`config.mk`:
```
export PLATFORM = sky130hd
export DESIGN_NAME = xbar_conn_sched
export DESIGN_NICKNAME = d
export VERILOG_FILES = /design/src/rtl/switch_pkg.sv /design/src/rtl/xbar_port_ctrl.sv /design/src/rtl/xbar_conn_sched.sv
export SDC_FILE = /design/constraint.sdc
export NUM_CORES = 1
export LEC_CHECK = 0
export CORE_AREA = 2 2 126 128
export CTS_CLUSTER_SIZE = 28
export DETAILED_ROUTE_END_ITERATION = 12
export DIE_AREA = 0 0 128 130
export PLACE_DENSITY = 0.68
export SETUP_SLACK_MARGIN = 0.4
export SYNTH_ARGS = -nofsm -noshare
export SYNTH_HDL_FRONTEND = slang
export SYNTH_SLANG_ARGS = --single-unit
```
`constraint.sdc`:
```
create_clock -name clk -period 9.18 [get_ports clk]
set_clock_uncertainty 0.1 [all_clocks]
set_input_delay 1.836 -clock clk [delete_from_list [all_inputs] [get_ports clk]]
set_output_delay 1.836 -clock clk [all_outputs]
set_load 0.03 [all_outputs]
```
`src/rtl/switch_pkg.sv`:
```
// Shared constants and types for the crossbar connection scheduler.
package switch_pkg;

    localparam int NPORT  = 4;
    localparam int LEN_W  = 12;
    localparam int PSEL_W = $clog2(NPORT);

    typedef enum logic [1:0] {IDLE, XFER, GAP} xconn_state_t;

    // Gap counter only has to count 0..gap_cyc-1.
    function automatic int gap_cnt_w(input int gap_cyc);
        return (gap_cyc < 2) ? 1 : $clog2(gap_cyc);
    endfunction

endpackage

```
`src/rtl/xbar_port_ctrl.sv`:
```
// Per-tx connection controller: holds one rx->tx connection for a frame,
// counts beats down, then enforces the inter-frame gap.
module xbar_port_ctrl
    import switch_pkg::*;
#(
    parameter int GAP_CYC = 3
) (
    input  logic              clk,
    input  logic              rst,
    input  logic              load,
    input  logic [PSEL_W-1:0] load_sel,
    input  logic [LEN_W-1:0]  load_len,
    input  logic [NPORT-1:0]  src_valid,
    input  logic              tx_ready,
    output logic              xbar_en,
    output logic [PSEL_W-1:0] xbar_sel,
    output logic              beat_last,
    output logic              port_idle,
    output logic              port_free
);

    localparam int GAP_W = gap_cnt_w(GAP_CYC);
    localparam logic [GAP_W-1:0] GAP_LAST = GAP_W'((GAP_CYC > 0) ? GAP_CYC - 1 : 0);

    xconn_state_t     state;
    xconn_state_t     state_nxt;
    logic [LEN_W-1:0] cnt;
    logic [GAP_W-1:0] gcnt;
    logic             beat;
    logic             done;

    assign beat = (state == XFER) && src_valid[xbar_sel] && tx_ready;
    assign done = beat && (cnt == LEN_W'(1));

    always_ff @(posedge clk or negedge rst) begin
        if (!rst) state <= IDLE;
        else      state <= state_nxt;
    end

    // With no gap, a port finishing its last beat can be re-matched in the same cycle.
    always_comb begin
        state_nxt = state;
        case (state)
            IDLE: if (load) state_nxt = XFER;
            XFER: begin
                if (done) begin
                    if (GAP_CYC > 0) state_nxt = GAP;
                    else if (!load)  state_nxt = IDLE;
                end
            end
            GAP:  if (gcnt == GAP_LAST) state_nxt = IDLE;
            default: state_nxt = IDLE;
        endcase
    end

    always_comb begin
        xbar_en   = (state == XFER);
        beat_last = xbar_en && (cnt == LEN_W'(1));
        port_idle = (state == IDLE);
        port_free = port_idle || ((GAP_CYC == 0) && done);
    end

    // A zero-length descriptor is carried as a single beat.
    always_ff @(posedge clk or negedge rst) begin
        if (!rst) begin
            cnt      <= '0;
            gcnt     <= '0;
            xbar_sel <= '0;
        end else begin
            if (load) begin
                cnt      <= (load_len == '0) ? LEN_W'(1) : load_len;
                xbar_sel <= load_sel;
            end else if (beat) begin
                cnt <= cnt - 1'b1;
            end
            gcnt <= (state == GAP) ? gcnt + 1'b1 : '0;
        end
    end

endmodule

```
`src/rtl/xbar_conn_sched.sv`:
```
// Connection scheduler between the iSLIP arbiter and the crossbar datapath:
// validates match rows, launches per-tx connections and reports port status.
module xbar_conn_sched
    import switch_pkg::*;
#(
    parameter int GAP_CYC = 3
) (
    input  logic                    clk,
    input  logic                    rst,
    input  logic                    match_valid,
    output logic                    match_ready,
    input  logic [NPORT*NPORT-1:0]  match_vect,
    input  logic [NPORT*LEN_W-1:0]  rx_len,
    output logic [NPORT-1:0]        rx_pop,
    input  logic [NPORT-1:0]        src_valid,
    input  logic [NPORT-1:0]        tx_ready,
    input  logic [NPORT-1:0]        tx_free,
    output logic [NPORT-1:0]        tx_rdy_vect,
    output logic [NPORT-1:0]        rx_idle_vect,
    output logic [NPORT-1:0]        xbar_en,
    output logic [NPORT*PSEL_W-1:0] xbar_sel,
    output logic [NPORT-1:0]        beat_last,
    output logic                    err
);

    logic [NPORT-1:0]  port_idle;
    logic [NPORT-1:0]  port_free;
    logic [NPORT-1:0]  onehot;
    logic [NPORT-1:0]  seen_tx;
    logic [NPORT-1:0]  dup_tx;
    logic [NPORT-1:0]  row;
    logic [NPORT-1:0]  accept;
    logic [NPORT-1:0]  row_bad;
    logic [NPORT-1:0]  load;
    logic              len_zero;
    logic [PSEL_W-1:0] load_sel [NPORT];
    logic [LEN_W-1:0]  load_len [NPORT];
    logic [PSEL_W-1:0] sel      [NPORT];

    assign match_ready = 1'b1;
    assign tx_rdy_vect = tx_free & port_idle;

    // Rows that collide on a tx are all dropped, so duplicates are found first.
    always_comb begin
        seen_tx = '0;
        dup_tx  = '0;
        onehot  = '0;
        row     = '0;
        accept  = '0;
        row_bad = '0;
        for (int r = 0; r < NPORT; r++) begin
            row       = match_vect[r*NPORT +: NPORT];
            onehot[r] = (row != '0) && ((row & (row - 1'b1)) == '0);
            if (onehot[r]) begin
                dup_tx  = dup_tx | (seen_tx & row);
                seen_tx = seen_tx | row;
            end
        end
        for (int r = 0; r < NPORT; r++) begin
            row        = match_vect[r*NPORT +: NPORT];
            accept[r]  = match_valid && onehot[r] && rx_idle_vect[r] &&
                         ((row & ~dup_tx & port_free) != '0);
            row_bad[r] = match_valid && (row != '0) && !accept[r];
        end
    end

    always_comb begin
        load     = '0;
        len_zero = 1'b0;
        for (int t = 0; t < NPORT; t++) begin
            load_sel[t] = '0;
            load_len[t] = '0;
        end
        for (int r = 0; r < NPORT; r++) begin
            if (accept[r] && (rx_len[r*LEN_W +: LEN_W] == '0)) len_zero = 1'b1;
            for (int t = 0; t < NPORT; t++) begin
                if (accept[r] && match_vect[r*NPORT + t]) begin
                    load[t]     = 1'b1;
                    load_sel[t] = PSEL_W'(r);
                    load_len[t] = rx_len[r*LEN_W +: LEN_W];
                end
            end
        end
    end

    always_comb begin
        rx_idle_vect = '1;
        for (int t = 0; t < NPORT; t++) begin
            for (int r = 0; r < NPORT; r++) begin
                if (xbar_en[t] && (sel[t] == PSEL_W'(r))) rx_idle_vect[r] = 1'b0;
            end
        end
    end

    for (genvar t = 0; t < NPORT; t++) begin : g_port
        xbar_port_ctrl #(.GAP_CYC(GAP_CYC)) u_port (
            .clk       (clk),
            .rst       (rst),
            .load      (load[t]),
            .load_sel  (load_sel[t]),
            .load_len  (load_len[t]),
            .src_valid (src_valid),
            .tx_ready  (tx_ready[t]),
            .xbar_en   (xbar_en[t]),
            .xbar_sel  (sel[t]),
            .beat_last (beat_last[t]),
            .port_idle (port_idle[t]),
            .port_free (port_free[t])
        );
        assign xbar_sel[t*PSEL_W +: PSEL_W] = sel[t];
    end

    always_ff @(posedge clk or negedge rst) begin
        if (!rst) begin
            rx_pop <= '0;
            err    <= 1'b0;
        end else begin
            rx_pop <= accept;
            if ((row_bad != '0) || len_zero) err <= 1'b1;
        end
    end

endmodule

```
## Yosys cells after proc, flatten, opt, wreduce, memory -nomap -nowiden

Index checks and enable logic that the tools add are counted.

| storage, ports and cells | value |
|---|---|
| bits in registers | 77 |
| bits in latches | 0 |
| bits in writable memories | 0 |
| ROM bits | 0 |
| logic and storage cells | 323 |
| memories kept | 0 |

| operators by class | value |
|---|---|
| add/sub/neg operators | 12 |
| $mul | 0 |
| div/mod/pow operators | 0 |
| $lt $le $gt $ge | 4 |
| equality and inequality tests | 40 |
| shift-type cells | 0 |
| multiplexer cells | 110 |
| bitwise gates (word level) | 21 |
| reductions and logical operators | 118 |

Operator list:

| operator | number |
|---|---|
| 12-bit two-way mux | 28 |
| 12-bit logical NOT | 8 |
| 1-bit logical AND | 76 |
| 4-bit bitwise AND | 16 |
| 12-bit by 1-bit equality test with 1-bit output, second input constant | 4 |
| 2-bit two-way mux | 24 |
| 12-bit by 1-bit subtractor with 12-bit output, second input constant | 4 |
| 1-bit two-way mux | 44 |
| 4-bit nonzero test | 9 |
| 2-bit equality test, second input constant | 16 |
| 4-bit two-way mux | 6 |
| 2-bit case mux with 3 select lines | 4 |
| 2-bit by 1-bit equality test with 1-bit output, second input constant | 8 |
| 2-bit logical NOT | 8 |
| 4-bit logical NOT | 4 |
| 2-bit by 1-bit != test with 1-bit output, second input constant | 8 |
| 4-bit bitwise OR | 4 |
| 4-bit by 1-bit subtractor with 4-bit output, second input constant | 4 |
| 2-bit by 3-bit less-than comparator with 1-bit output, second input constant | 4 |
| 3-bit AND reduction | 4 |
| 2-bit by 1-bit adder with 2-bit output, second input constant | 4 |
| 1-bit binary-select mux with 2-bit select | 4 |
| 2-bit != test, second input constant | 4 |
| 2-bit nonzero test | 4 |
| 3 further kinds | 6 |

## Depth between registers and ports, before layout

| logic depth | value |
|---|---|
| depth in word-level cells | 25 |
| mapped depth | 12 |
| depth with buffers taken out | 9 |

## By module

From an unflattened synthesis, not the netlist that was laid out.

| second synthesis, totals | value |
|---|---|
| cell total of the unflattened synthesis | 846 |
| area total of the unflattened synthesis | 6854.1 um^2 |

Modules (own cells, without submodules):

| module | instances | cells an instance | area each (um^2) |
|---|---|---|---|
| xbar_port_ctrl | 4 | 118 | 1102.3 |
| xbar_conn_sched | 1 | 374 | 2444.8 |

## Worst setup path after synthesis

Ideal clock, no wire load.

| path | value |
|---|---|
| path type | input-to-reg |
| start point | in match_vect[13] |
| end point | reg g_port[3].u_port.cnt[7] |
| setup time | 0.141 ns |
| arrival time | 4.713 ns |
| path slack | 4.227 ns |
| stages | 12 |
| cell sequence | buf_2 nor4b_1 a211oi_1 o211a_1 or3_1 buf_2 o211a_1 or4_1 clkbuf_1 nor2_2 a21oi_1 a2bb2oi_1 |

| on the way | value |
|---|---|
| word-level cells in the longest chain between the ends | 18 |
| elaborated cells between the ends (all ways) | 43 |
| classes of those cells | add/sub: 1; mux: 11; bitwise: 12; reduce/logical: 19 |

RTL lines:

| what | line | source |
|---|---|---|
| start: declaration | xbar_conn_sched.sv:12 | `input logic [NPORT*NPORT-1:0] match_vect,` |
| 4-bit by 1-bit subtractor with 4-bit output | xbar_conn_sched.sv:53 | `onehot[r] = (row != '0) && ((row & (row - 1'b1)) == '0);` |
| 4-bit bitwise AND | xbar_conn_sched.sv:53 |  |
| 4-bit logical NOT | xbar_conn_sched.sv:53 |  |
| 1-bit logical AND | xbar_conn_sched.sv:53 |  |
| 4-bit two-way mux | xbar_conn_sched.sv:54 | `if (onehot[r]) begin` |
| 4-bit inverter | xbar_conn_sched.sv:62 | `((row & ~dup_tx & port_free) != '0);` |
| 4-bit bitwise AND (2 in series) | xbar_conn_sched.sv:62 |  |
| 4-bit nonzero test | xbar_conn_sched.sv:62 |  |
| 1-bit logical AND | xbar_conn_sched.sv:61 | `accept[r] = match_valid && onehot[r] && rx_idle_vect[r] &&` |
| 1-bit logical AND | xbar_conn_sched.sv:77 | `if (accept[r] && match_vect[r*NPORT + t]) begin` |
| 12-bit two-way mux (4 in series) | xbar_conn_sched.sv:77 |  |
| 12-bit logical NOT | xbar_port_ctrl.sv:71 | `cnt <= (load_len == '0) ? LEN_W'(1) : load_len;` |
| 12-bit two-way mux | xbar_port_ctrl.sv:71 |  |
| 12-bit two-way mux | xbar_port_ctrl.sv:70 | `if (load) begin` |
| end signal: assignment | xbar_port_ctrl.sv:71 |  |
| end signal: assignment | xbar_port_ctrl.sv:74 | `cnt <= cnt - 1'b1;` |
| end: declaration | xbar_port_ctrl.sv:27 | `logic [LEN_W-1:0] cnt;` |

Parallel ways exist; a longest one is shown, timed or not.
A chain may end at the register's enable or synchronous reset.

## Worst setup path in the final report

| path | value |
|---|---|
| start point | in match_vect[0] |
| end point | reg g_port[1].u_port.cnt[0] |

| on the way | value |
|---|---|
| word-level cells in the longest chain between the ends | 25 |
| elaborated cells between the ends (all ways) | 53 |
| classes of those cells | add/sub: 1; mux: 16; bitwise: 17; reduce/logical: 19 |

RTL lines:

| what | line | source |
|---|---|---|
| 4-bit by 1-bit subtractor with 4-bit output | xbar_conn_sched.sv:53 |  |
| 4-bit bitwise AND | xbar_conn_sched.sv:53 |  |
| 4-bit logical NOT | xbar_conn_sched.sv:53 |  |
| 1-bit logical AND | xbar_conn_sched.sv:53 |  |
| 4-bit two-way mux | xbar_conn_sched.sv:54 |  |
| 4-bit bitwise OR | xbar_conn_sched.sv:56 | `seen_tx = seen_tx \| row;` |
| 4-bit two-way mux | xbar_conn_sched.sv:54 |  |
| 4-bit bitwise AND / 4-bit bitwise OR (equally long branches) | xbar_conn_sched.sv:55, xbar_conn_sched.sv:56 |  |
| [5 not listed] | n/a |  |
| 4-bit bitwise AND (2 in series) | xbar_conn_sched.sv:62 |  |
| 4-bit nonzero test | xbar_conn_sched.sv:62 |  |
| 1-bit logical AND | xbar_conn_sched.sv:61 |  |
| 1-bit logical AND | xbar_conn_sched.sv:77 |  |
| 12-bit two-way mux (4 in series) | xbar_conn_sched.sv:77 |  |
| 12-bit logical NOT | xbar_port_ctrl.sv:71 |  |
| 12-bit two-way mux | xbar_port_ctrl.sv:71 |  |
| 12-bit two-way mux | xbar_port_ctrl.sv:70 |  |
| end signal: assignment | xbar_port_ctrl.sv:71 |  |
| end signal: assignment | xbar_port_ctrl.sv:74 |  |
| end: declaration | xbar_port_ctrl.sv:27 |  |

Parallel ways exist; a longest one is shown, timed or not.

==> results.json <==
{
  "synth_most_common_cell": "nor2_1",
  "max_freq_mhz": 163.9,
  "routed-via-count": 7510,
  "synthToLayoutAreaGrowth_pct": 19.96,
  "die_w_microns": 128,
  "clockPowerShare_pct": 18.1,
  "ctsResizeCount": 0,
  "path_cells": "clkdlybuf4s50_1 > nor4b_1 > a211oi_1 > o211ai_1 > nand4b_1 > o21a_1 > a222oi_1 > nand2_1 > or4_1 > o41ai_1",
  "seqCellArea_sq_um": 1927,
  "slowest_stage": "nor4b_1",
  "synth.distinct_cells": 80,
  "p_seq_share_pct": 31.9,
  "synth_compound_area_share_pct": 28.59,
  "cp_max_fo": 13,
  "grt_pass1_vias": 6861,
  "pin_count": 109,
  "postSynthNetCount": 927,
  "swShare_pct": 44.83,
  "ys_top_cells_by_area": "dfrtp_1, nor2_1, nand2_1",
  "numPortBuffers": 107,
  "synth_edf_count": 0,
  "cts_root_buffer": "clkbuf_16",
  "ys_ff_latch": 77,
  "startpoint_type": "primary input",
  "synth_top_area_share_pct": 28.33,
  "finalCriticalPeriod_ns": 6.100,
  "synth_adder_area_share_pct": 2.521,
  "grt_use_met3_pct": 7.462,
  "worstPathArrival_ns": 6.23,
  "postCtsSetupBuffers": 0,
  "final-hold-violation-count": 0,
  "grt_start_max_net_pins": 78,
  "fin_nets": 994,
  "cp_slowest_stage_delay_ns": 0.78,
  "synth.largest_area_cell": "dfrtp_1",
  "die_area_sq_um": 16640,
  "grt_pass1_wl_mm": 39.58,
  "synthMuxAreaShare_pct": 1.490,
  "start_util_pct": 44.09,
  "synthSimpleGateAreaFrac_pct": 29.75,
  "hold_class": "flip-flop to flip-flop",
  "combPwrFrac_pct": 50.0,
  "fin_util_pct": 52.89,
  "busiest_layer": "met2",
  "switchingPower_w": 0.0008863,
  "slew_violations": 0,
  "outcome": "finished, final reports clean",
  "holdCritStartpoint": "g_port[0].u_port.gcnt[0]",
  "place_hpwl_mm": 19.17,
  "syn_avg_cell_area_sq_um": 8.134,
  "tritoncts": "done",
  "wl_mm": 26.06,
  "cts_max_path_buffers": 2,
  "rrSetupSlack_ns": 5.06,
  "multi_input_area_sq_um": 4461,
  "clkTransAtPathRegs_ns": 0.06,
  "power_density_nw_per_um2": 242.4,
  "nFillCells": 1511,
  "coreArea_sq_um": 15420,
  "yosysSeqAreaShare_pct": 28.33,
  "cap_violations": 0,
  "power.internal_w": 0.001091,
  "critical_path_class": "primary input to flip-flop",
  "synth_top_family_by_area": "simple AND/OR/NAND/NOR gates",
  "hold_depth": 1,
  "max-slew-margin-rel_pct": 26.97,
  "finalWorstSetupSlack_ns": 3.080,
  "rr_worst_depth": 9,
  "cts_buffers": 9,
  "drtPass1Iterations": 8,
  "fin_crit_sh_pct": 66.45,
  "ys_warn_count": 0,
  "ys.flop_type": "dfrtp_1",
  "async_flop_share_pct": 100.0,
  "synth_common_cells": "nor2_1, dfrtp_1, nand2_1",
  "grt_overflow": 0,
  "gr-usage-met2_pct": 47.85,
  "synthXorXnorAreaFrac_pct": 3.091,
  "cts_sinks": 77,
  "reg2reg_from": "g_port[3].u_port.xbar_sel[1]",
  "synth_area_sq_um": 6800,
  "fp.dieH_microns": 130,
  "drt_iter0_markers": 1001,
  "postRouteAntennaNets": 0,
  "drive_above_1_share_pct": 5.617,
  "critPathTopFamily": "compound AO/OA/AOI/OAI gates",
  "ir_drop_mv": 0.1335,
  "grt.total_usage_pct": 31.29,
  "worstMarginPinSlew_ns": 1.078,
  "cts_max_level": 3,
  "clk-insertion-delay-late_ns": 0.35,
  "cp_num_buf_inv": 1,
  "rsz0062_at_grt": "false",
  "place_congestion": 1.111,
  "antenna_found_initial": 0,
  "drcViolationCount": 0,
  "cts_hold_buf": 0,
  "setup_viol": 0,
  "n_antenna_cell": 0,
  "leakagePower_nw": 3.243,
  "crit_path_end_kind": "flip-flop",
  "finalSetupTns_ns": 0,
  "use_met1_pct": 43.27,
  "whs_endpoint": "g_port[0].u_port.gcnt[0]",
  "crit_required_ns": 9.31,
  "core.rowCount": 46,
  "via_per_inst": 6.827,
  "wire_per_inst_microns": 23.69,
  "syn_inst": 836,
  "rr_endpoint": "g_port[0].u_port.cnt[0]",
  "dp_slack_ns": 2.909
}
==> logic make-up after synthesis <==
logic type	count (synthesis)
fa+ha+maj	14
mux	5
compound gates	259
simple gates	366
other cells	1
xor+xnor	24
flops	77
buf+inv	90
==> registers in the layout (all words and copies together), names as in the netlist <==
signal / cells
g_port.u_port.xbar_sel: 8
g_port.u_port.state: 8
rx_pop: 4
err: 1
g_port.u_port.gcnt: 8
g_port.u_port.cnt: 48
==> layer usage <==
layer | routed length (microns) | share of wire [%]
met1 | 10840 | 42
met2 | 11490 | 44
met3 | 2779 | 11
met4 | 946 | 3.6
met5 | 0 | 0
==> stage by stage <==
stage / total power (W) / cells / hold WS [ns] / area (sq um)
3_5_place_dp: 0.001600 / 1084 / 0.3185 / 7865
4_1_cts: 0.001966 / 1100 / 0.3268 / 8158
3_3_place_gp: 0.001595 / 1084 / 0.3136 / 7865
2_1_floorplan: 0.001261 / 836 / 0.3032 / 6800
5_1_grt: 0.002098 / 1100 / 0.3306 / 8158
6_report: 0.001977 / 1100 / 0.3237 / 8158
==> placed cells by master, fill, tap and decap left out, types with 5 or more instances in the layout <==
cell type	synthesis	layout
ha_1	12	12
nor4bb_1	8	8
and3_1	9	9
or2_2	5	5
nor4_1	22	21
dfrtp_1	77	77
nor4b_2	5	5
o211a_1	6	6
a221oi_1	5	5
a22o_1	10	10
xor2_1	10	10
nand2_1	71	71
nor2_1	85	85
o21a_1	9	9
a222oi_1	17	17
buf_4	10	7
nand3_1	28	28
o22ai_1	10	10
or4_1	12	12
and2_1	16	16
clkdlybuf4s50_1	0	106
a211o_1	6	6
nand3b_1	5	5
a21oi_1	38	38
o211ai_1	21	21
a2bb2oi_1	20	20
clkbuf_16	0	9
inv_1	33	33
a211oi_1	24	24
a21o_1	5	5
o21ai_0	25	25
o22a_1	5	5
nand2b_1	12	12
nand4b_1	9	9
nor3_1	20	20
a31oi_1	12	12
nor4b_1	11	11
or3_1	12	12
xnor2_1	14	14
nand4_1	18	18
==> power groups by stage <==
stage / clock (W) / combinational, W / sequential, W
after floorplan: 0 / 0.000648 / 0.000613
after global placement: 0 / 0.000967 / 0.000628
after detailed placement: 0 / 0.000970 / 0.000630
after CTS: 0.000367 / 0.000975 / 0.000625
after global routing: 0.000380 / 0.00107 / 0.000648
final: 0.000358 / 0.000988 / 0.000631
==> worst max path at each step <==
| stage | startpoint | cells past startpoint | end | slack [ns] |
|---|---|---|---|---|
| 5_1_grt | match_vect[0] | 9 | g_port[0].u_port.cnt[5] | 2.71 |
| 3_3_place_gp | match_vect[0] | 10 | g_port[1].u_port.cnt[0] | 2.89 |
| 6_report | match_vect[0] | 10 | g_port[1].u_port.cnt[0] | 3.08 |
| 3_5_place_dp | match_vect[0] | 10 | g_port[1].u_port.cnt[0] | 2.91 |
| 4_1_cts | match_vect[0] | 10 | g_port[1].u_port.cnt[0] | 3.25 |
| 2_1_floorplan | match_vect[13] | 12 | g_port[3].u_port.cnt[7] | 4.23 |
==> area by class of cell <==
cell class                 count  area share (%)
multi-input combinational    669           54.68
sequential                    77           23.62
timing repair buffer         113           13.65
tap                          192           2.945
clock buffer                  10           2.807
inverter                      33           1.518
clock inverter                 6          0.7822
Power figures use the tool's default switching activity.
